$ cat config.mk
export PLATFORM = sky130hd
export DESIGN_NAME = disp_buf_reader
export DESIGN_NICKNAME = d
export VERILOG_FILES = /design/src/rtl/disp_buf_reader.sv
export SDC_FILE = /design/constraint.sdc
export NUM_CORES = 1
export LEC_CHECK = 0
export BUFFER_PORTS_ARGS = -buffer_cell sky130_fd_sc_hd__buf_2
export CAP_MARGIN = 20
export CORE_MARGIN = 4
export CORE_UTILIZATION = 49
export CTS_CLUSTER_SIZE = 16
export DETAILED_ROUTE_END_ITERATION = 10
export PLACE_DENSITY = 0.77
export SYNTH_ARGS = -nofsm -noshare
export SYNTH_HDL_FRONTEND = slang
export SYNTH_SLANG_ARGS = --single-unit
$ cat constraint.sdc
create_clock -name rd_clk -period 2.1 [get_ports rd_clk]
set_input_delay 0.42 -clock rd_clk [delete_from_list [all_inputs] [get_ports rd_clk]]
set_output_delay 0.42 -clock rd_clk [all_outputs]
set_load 0.005 [all_outputs]
$ cat src/rtl/disp_buf_reader.sv
// Read-side sweep engine for the display buffer RAM: fetches NUM_CHARS words per
// frame strobe and streams them out as indexed characters on a valid/ready port.
module disp_buf_reader #(
    parameter int MEM_WIDTH  = 8,
    parameter int ADDR_WIDTH = 10,
    parameter int BASE_ADDR  = 0,
    parameter int NUM_CHARS  = 20,
    parameter int IDX_WIDTH  = (NUM_CHARS > 1) ? $clog2(NUM_CHARS) : 1
) (
    input  logic                  rd_clk,
    input  logic                  reset,
    input  logic                  start,
    output logic                  busy,
    output logic                  re,
    output logic [ADDR_WIDTH-1:0] r_addr,
    input  logic [MEM_WIDTH-1:0]  r_data,
    output logic                  ch_valid,
    input  logic                  ch_ready,
    output logic [MEM_WIDTH-1:0]  ch_data,
    output logic [IDX_WIDTH-1:0]  ch_idx,
    output logic                  ch_last,
    output logic                  overrun
);

    localparam logic [1:0] S_IDLE    = 2'd0;
    localparam logic [1:0] S_ISSUE   = 2'd1;
    localparam logic [1:0] S_CAPTURE = 2'd2;
    localparam logic [1:0] S_HOLD    = 2'd3;

    localparam logic [ADDR_WIDTH-1:0] BASE     = ADDR_WIDTH'(BASE_ADDR);
    localparam logic [IDX_WIDTH-1:0]  LAST_IDX = IDX_WIDTH'(NUM_CHARS - 1);

    logic [1:0]           state;
    logic [IDX_WIDTH-1:0] index;
    logic [IDX_WIDTH-1:0] index_next;

    assign index_next = index + IDX_WIDTH'(1);

    // Address arithmetic is done at ADDR_WIDTH so the sweep wraps modulo the RAM size.
    function automatic logic [ADDR_WIDTH-1:0] addr_of(input logic [IDX_WIDTH-1:0] i);
        return BASE + ADDR_WIDTH'(i);
    endfunction

    // re is registered, so it is raised on the edge that enters ISSUE and dropped on the next.
    always_ff @(posedge rd_clk or posedge reset) begin
        if (reset) begin
            state    <= S_IDLE;
            index    <= '0;
            busy     <= 1'b0;
            re       <= 1'b0;
            r_addr   <= '0;
            ch_valid <= 1'b0;
            ch_data  <= '0;
            ch_idx   <= '0;
            ch_last  <= 1'b0;
            overrun  <= 1'b0;
        end else begin
            overrun <= start && (state != S_IDLE);
            re      <= 1'b0;
            case (state)
                S_IDLE: begin
                    if (start) begin
                        index  <= '0;
                        re     <= 1'b1;
                        r_addr <= BASE;
                        busy   <= 1'b1;
                        state  <= S_ISSUE;
                    end
                end
                S_ISSUE: begin
                    state <= S_CAPTURE;
                end
                S_CAPTURE: begin
                    ch_data  <= r_data;
                    ch_idx   <= index;
                    ch_last  <= (index == LAST_IDX);
                    ch_valid <= 1'b1;
                    state    <= S_HOLD;
                end
                S_HOLD: begin
                    if (ch_valid && ch_ready) begin
                        ch_valid <= 1'b0;
                        if (ch_last) begin
                            busy  <= 1'b0;
                            state <= S_IDLE;
                        end else begin
                            index  <= index_next;
                            re     <= 1'b1;
                            r_addr <= addr_of(index_next);
                            state  <= S_ISSUE;
                        end
                    end
                end
                default: state <= S_IDLE;
            endcase
        end
    end

endmodule

==> results of run 1 <==
[worst max-delay path, stage by stage, from the launching register on]
cell,delay (ns)
dfrtp_1,0.46
ha_1,0.36
a21boi_4,0.23
or3_4,0.40
a211o_1,0.29
[per-stage QoR]
step           hold WS, ns  instance area (um2)  worst slack [ns]  total power [mW]
2_1_floorplan        0.447                 1260             0.473              1.50
3_3_place_gp         0.479                 1430             0.336              1.82
3_5_place_dp         0.484                 1430             0.291              1.87
4_1_cts              0.131                 1460             0.275              2.07
5_1_grt              0.146                 1460             0.139              2.23
6_report             0.125                 1460             0.270              2.05
[power breakdown]
part | internal, mW | switching (mW)
sequential | 0.690 | 0.169
clock | 0.0711 | 0.136
combinational | 0.525 | 0.457
[flip-flops by register name, summed over array words and instances, names as in the netlist]
register	count
ch_data	8
ch_idx	5
r_addr	5
state	2
busy	1
ch_last	1
ch_valid	1
overrun	1
re	1
[Yosys cell counts (2+ instances only)]
library cell  count
nor2_1            5
buf_4             5
mux2_2           13
nor2b_1           2
o211ai_1          2
a21oi_1           2
ha_1              6
o21ai_0           2
o31ai_1           5
dfrtp_1          25
inv_1             5
nand2b_1          6
buf_2             3
nand3_1           2
[area by class of cell]
type | count | area, um2
fill | 194 | 860
sequential | 25 | 626
clock inverter | 1 | 5.00
clock buffer | 3 | 22.5
timing repair buffer | 37 | 193
tap | 28 | 35.0
multi-input combinational | 69 | 559
inverter | 5 | 18.8
[kinds of logic (layout without fill, tap and decap cells)]
group	count (synthesis)	after routing	synth area share
buffers and inverters	13	46	0.0575
other	1	5	0.00302
muxes	14	14	0.127
AOI/OAI and AO/OA	19	19	0.123
DFF	25	25	0.504
adders and majority gates	6	6	0.0605
and+or+nand+nor	25	25	0.125
[how the worst min path moves through the flow]
| stage | startpoint | end | slack (ns) |
|---|---|---|---|
| after floorplan | reset | busy$_DFFE_PP0P_ | 0.45 |
| after global placement | reset | ch_data[3]$_DFFE_PP0P_ | 0.48 |
| after detailed placement | reset | ch_data[4]$_DFFE_PP0P_ | 0.48 |
| after CTS | reset | state[1]$_DFFE_PP0P_ | 0.13 |
| after global routing | reset | state[1]$_DFFE_PP0P_ | 0.15 |
| final | reset | ch_data[3]$_DFFE_PP0P_ | 0.12 |
[layer usage]
| metal | vias to the layer above | global-route usage |
|---|---|---|
| met1 | 458 | 0.190 |
| met5 | - | 0 |
| li1 | 433 | - |
| met3 | 4 | 0.0285 |
| met2 | 26 | 0.262 |
| met4 | 0 | 0.0563 |
==> results.md, run 1 <==
- # rows: 17
- Register area share after synthesis: 0.504
- Crit path kind: reg2reg
- Commonest non-fill, non-tap cell in the layout: buf_2
- Crit. End Element: flop
- Core Area: 2320 um2
- Static Leak: 0.736 nW
- Worst VDD drop: 0.000864 V
- Setup_tns: 0 ns
- Reg2Reg Depth: 4
- R2R setup slack: 0.27 ns
- RSZ-0062 raised after global routing: no
- Max FO, Critical Path: 13
- PortBufs: 34
- Ys Warns: 0
- Routability cong.: 0.868
- Post-DP HPWL: between 1500 and 2000 um
- CTS tree: built
- Wire length on met2: 1150 um
- Num CTS Buffers: 3
- End of the critical path: r_addr[0]$_DFFE_PP0P_
- Post-synth top area share: 0.504
- Syn_area_per_cell: 12.1 um2
- Dpl cells: roughly 160
- Via count of the first global-routing pass: 910
- Die Area: 3400 um2
- Ranking of synthesized cells by area: dfrtp_1 (50%), mux2_2 (12%), ha_1 (6.0%), buf_4 (3.0%), nand2b_1 (3.0%)
- Clock Skews: 0.00874 ns
- Final Setup Violations: 0
- Met1 WL: 1070 um
- Post-Layout Cell Count: 168
- CTS clk-pin slew, worst paths: roughly 0.13 ns
- Routed WL: 2390 um
- Share of layout cells above drive strength 1: 0.407
- Worst reg2reg endpoint: r_addr[0]$_DFFE_PP0P_
- DRC: 0
- Gr usage total: 0.152
- Yosys reg bits: 25
- CTS resizes: 0
- Layout area overhead: 17.5%
- Min cycle time layout: 1.83 ns
- Via Count: roughly 900
- Synth Cell Area: roughly 1200 um2
- Final hold violation count: 0
- DR top layer: met4
- Largest area contributor in the netlist: dfrtp_1
- Clock Tree Buf Depth: 2
- Final period util: 0.872
- # diodes: 0
- Synth Instances: 103
- Run status: finished, final reports clean
- Fmax: 546 MHz
- EDFF count, synth: 0
- Vias per inst: around 5.5
- Max-cap violation count: 0
- Die Span Y: about 58 um
- Beginning of the critical path: state[1]$_DFFE_PP0P_
- # nets final: 159
- Die Width: between 50 and 60 um
- CTS Root Cell: clkbuf_4
- Largest net degree at the start of global routing: 26
- Boundary pin count: 40
- Worst-skew pair later-pin latency: about 0.31 ns
- Yosys cell types: 34
- Initial antenna violation count: 0
- Grt ovf: 0
- Hold crit path type: in2async
- Reg2reg start: state[1]$_DFFE_PP0P_
- H-tree Lvls: 1
- TritonRoute pass-1 iters: 4
- CP Launch Type: flop
- Worst EP required: about 2.3 ns
- Critical path arrival: between 2 and 2.5 ns
- Met3 Wirelength: around 140 um
- Pwr Density: 1400 nW/um2
- Final Core Density: 0.629
- # clock sinks: 25
- Routed len/inst: 14.2 um
- Commonest cells after routing, fill and taps aside: buf_2 (34), dfrtp_1 (25), mux2_2 (13), nand2b_1 (6), ha_1 (6)
- Post-CTS Setup Bufs: 0
- Final ANT Viol Nets: 0
- Cts hold-fix bufs: 0
- First-pass GRT wire length: 4000 um
- DRT iter0 DRCs: 15
- Initial Util: 0.535
- Top_reg_cell synth: dfrtp_1
- Final Max Tran Viols: 0
- FFs w/ async S/R, synth: 1.00
No activity file was read; power rests on OpenSTA's default activity.
==> run 2: changes to the inputs <==
--- a/config.mk
+++ b/config.mk
@@ -5,6 +5,7 @@
 export SDC_FILE = /design/constraint.sdc
 export NUM_CORES = 1
 export LEC_CHECK = 0
+export ABC_AREA = 1
 export BUFFER_PORTS_ARGS = -buffer_cell sky130_fd_sc_hd__buf_2
 export CAP_MARGIN = 20
 export CORE_MARGIN = 4
==> run 2 against run 1 <==
Against the previous run: power is 8.0% lower; clock-buffer cell count unchanged; critical endpoint is now ch_last$_DFFE_PP0P_; sequential power decreased by 8.8%; highest routed layer unchanged; critical path depth rose by 1; via count increased by 1.8%; register-to-register slack improved by 0.15 ns; largest power group unchanged; final area decreased by 2.4%; final cell count is 10% higher; die area decreased by 0.26%.
==> results.md, run 2 <==
- Via Count: 938
- Worst EP required: around 2.3 ns
- Layout area overhead: 15.1%
- Initial Util: 0.539
- Yosys cell types: 23
- Max-cap violation count: 0
- Final hold violation count: 0
- Largest family of logic cells by synthesized area: simple AND/OR/NAND/NOR gates
- Register area share after synthesis: 0.506
- Max reg flops: 8
- Worst reg2reg endpoint: ch_last$_DFFE_PP0P_
- CTS clk-pin slew, worst paths: 0.13 ns
- Adder-Cell Fraction of Synth Area: 0.0607
- Post-Place Worst Slack: 0.415 ns
- Grt ovf: 0
- CP Launch Type: flop
- Run status: finished, final reports clean
- Critical path arrival: 1.92 ns
- Post-CTS Setup Bufs: 0
- Die Width: 58.3 um
- # clock sinks: 25
- Routed len/inst: 12.9 um
- Ys Warns: 0
- Boundary pin count: 40
- Top_reg_cell synth: dfrtp_1
- Worst-Margin Slew: roughly 0.58 ns
- # diodes: 0
- CTS Root Cell: clkbuf_4
- Gr usage total: 0.155
- # nets final: approximately 180
- Final Core Density: 0.620
- Final ANT Viol Nets: 0
- Pwr Density: 1320 nW/um2
- Core Area: 2300 um2
- Post-synth top area share: 0.506
- Crit. End Element: flop
- DRT iter0 DRCs: 32
- Clock Skews: roughly 0.0021 ns
- Worst-skew pair later-pin latency: 0.32 ns
- Final Setup Violations: 0
- Reg2Reg Depth: 5
- FFs w/ async S/R, synth: 1.00
- TritonRoute pass-1 iters: 6
- Commonest non-fill, non-tap cell in the layout: buf_2
- Max_slew headroom: 0.612
- R2R setup slack: 0.42 ns
- Num CTS Buffers: 3
- Cts hold-fix bufs: 0
- Syn_area_per_cell: 10.1 um2
- Routed WL: 2390 um
- PortBufs: 34
- Max FO, Critical Path: 12
- Post-DP HPWL: between 1500 and 2000 um
- Biggest register: ch_data
- Crit path kind: reg2reg
- Largest net degree at the start of global routing: 26
- Fmax: 597 MHz
- # rows: 17
- Reg2reg start: state[0]$_DFFE_PP0P_
- Die Area: 3390 um2
- Post-synthesis compound-gate area fraction: 0.0576
- Static Leak: 0.755 nW
- Largest regs: ch_data x8, ch_idx x5, r_addr x5
- RSZ-0062 raised after global routing: no
- Synth Cell Area: between 1000 and 1500 um2
- Initial antenna violation count: 0
- Routability cong.: 0.731
- DRC: 0
- CTS resizes: 0
- Synth Instances: around 120
- Yosys reg bits: 25
- Setup_tns: 0 ns
- Final Max Tran Viols: 0
- Vias per inst: 5.07
- Synth top cells by count: dfrtp_1 (25), nand2_1 (22), inv_1 (10)
- Die Span Y: between 50 and 60 um
- Xor-xnor portion of the synthesized cell area: 0
- Most frequent cell after synthesis: dfrtp_1
- Mux cell area share after synthesis: 0.0971
- H-tree Lvls: 1
- EDFF count, synth: 0
- Min cycle time layout: 1.68 ns
- Post-route setup slack: 0.425 ns
- Hold crit path type: in2async
- Worst VDD drop: 0.000749 V
- Clock Tree Buf Depth: 2
- Largest area contributor in the netlist: dfrtp_1
- Via count of the first global-routing pass: 905
- Final period util: 0.798
- Ranking of synthesized cells by area: dfrtp_1 (51%), nand2_1 (6.7%), mux2_1 (6.4%), ha_1 (6.1%), o21ai_1 (3.6%)
- Post-Synth Simple-Gate Area: 0.173
- CTS tree: built
- First-pass GRT wire length: ~4000 um
- Share of layout cells above drive strength 1: 0.318
- Commonest cells after routing, fill and taps aside: buf_2 (34), dfrtp_1 (25), nand2_1 (22), inv_1 (10), o21ai_1 (9)
run 2: logic make-up after synthesis:
| family | Yosys count |
|---|---|
| compound gates | 14 |
| flops | 25 |
| other cells | 1 |
| simple gates | 44 |
| buf+inv | 22 |
| mux | 10 |
| fa+ha+maj | 6 |
run 2: through the flow:
stage	power [mW]	hold slack, ns	instance area (um2)	instances
5_1_grt	2.05	0.136	1420	185
2_1_floorplan	1.42	0.447	1250	126
3_3_place_gp	1.63	0.462	1400	181
3_5_place_dp	1.69	0.467	1400	181
6_report	1.88	0.121	1420	185
4_1_cts	1.91	0.132	1420	185
run 2: area by class of cell:
class	instances	area (um2)
inverter	13	51.3
clock buffer	3	22.5
fill	179	873
tap	28	35.0
sequential	25	626
clock inverter	1	5.00
timing repair buffer	36	185
multi-input combinational	79	499
run 2: worst max path at each step:
stage	start	endpoint	slack [ns]	depth (start not counted)
6_report	state[0]$_DFFE_PP0P_	ch_last$_DFFE_PP0P_	0.42	5
5_1_grt	state[0]$_DFFE_PP0P_	ch_last$_DFFE_PP0P_	0.30	5
4_1_cts	state[0]$_DFFE_PP0P_	ch_last$_DFFE_PP0P_	0.42	5
3_5_place_dp	state[0]$_DFFE_PP0P_	ch_last$_DFFE_PP0P_	0.41	5
3_3_place_gp	state[0]$_DFFE_PP0P_	ch_idx[1]$_DFFE_PP0P_	0.57	3
2_1_floorplan	state[0]$_DFFE_PP0P_	ch_data[6]$_DFFE_PP0P_	0.77	5
run 2: per-layer routing:
metal,track usage,vias up,wire length [um]
li1,-,455,-
met1,0.187,437,983
met2,0.271,41,1170
met3,0.0379,5,208
met4,0.0497,0,36
met5,0,-,0
run 2: worst max-delay path, cell delays in order, from the launching register on:
cell and delay, ns:
dfrtp_1 0.45, inv_1 0.12, ha_1 0.54, buf_4 0.25, nand2_1 0.08, o22ai_1 0.16
run 2: report_power, final:
part	internal (mW)	leakage (nW)	switching [mW]
logic	0.405	0.424	0.480
clock network	0.0714	0.0177	0.144
registers	0.666	0.313	0.118
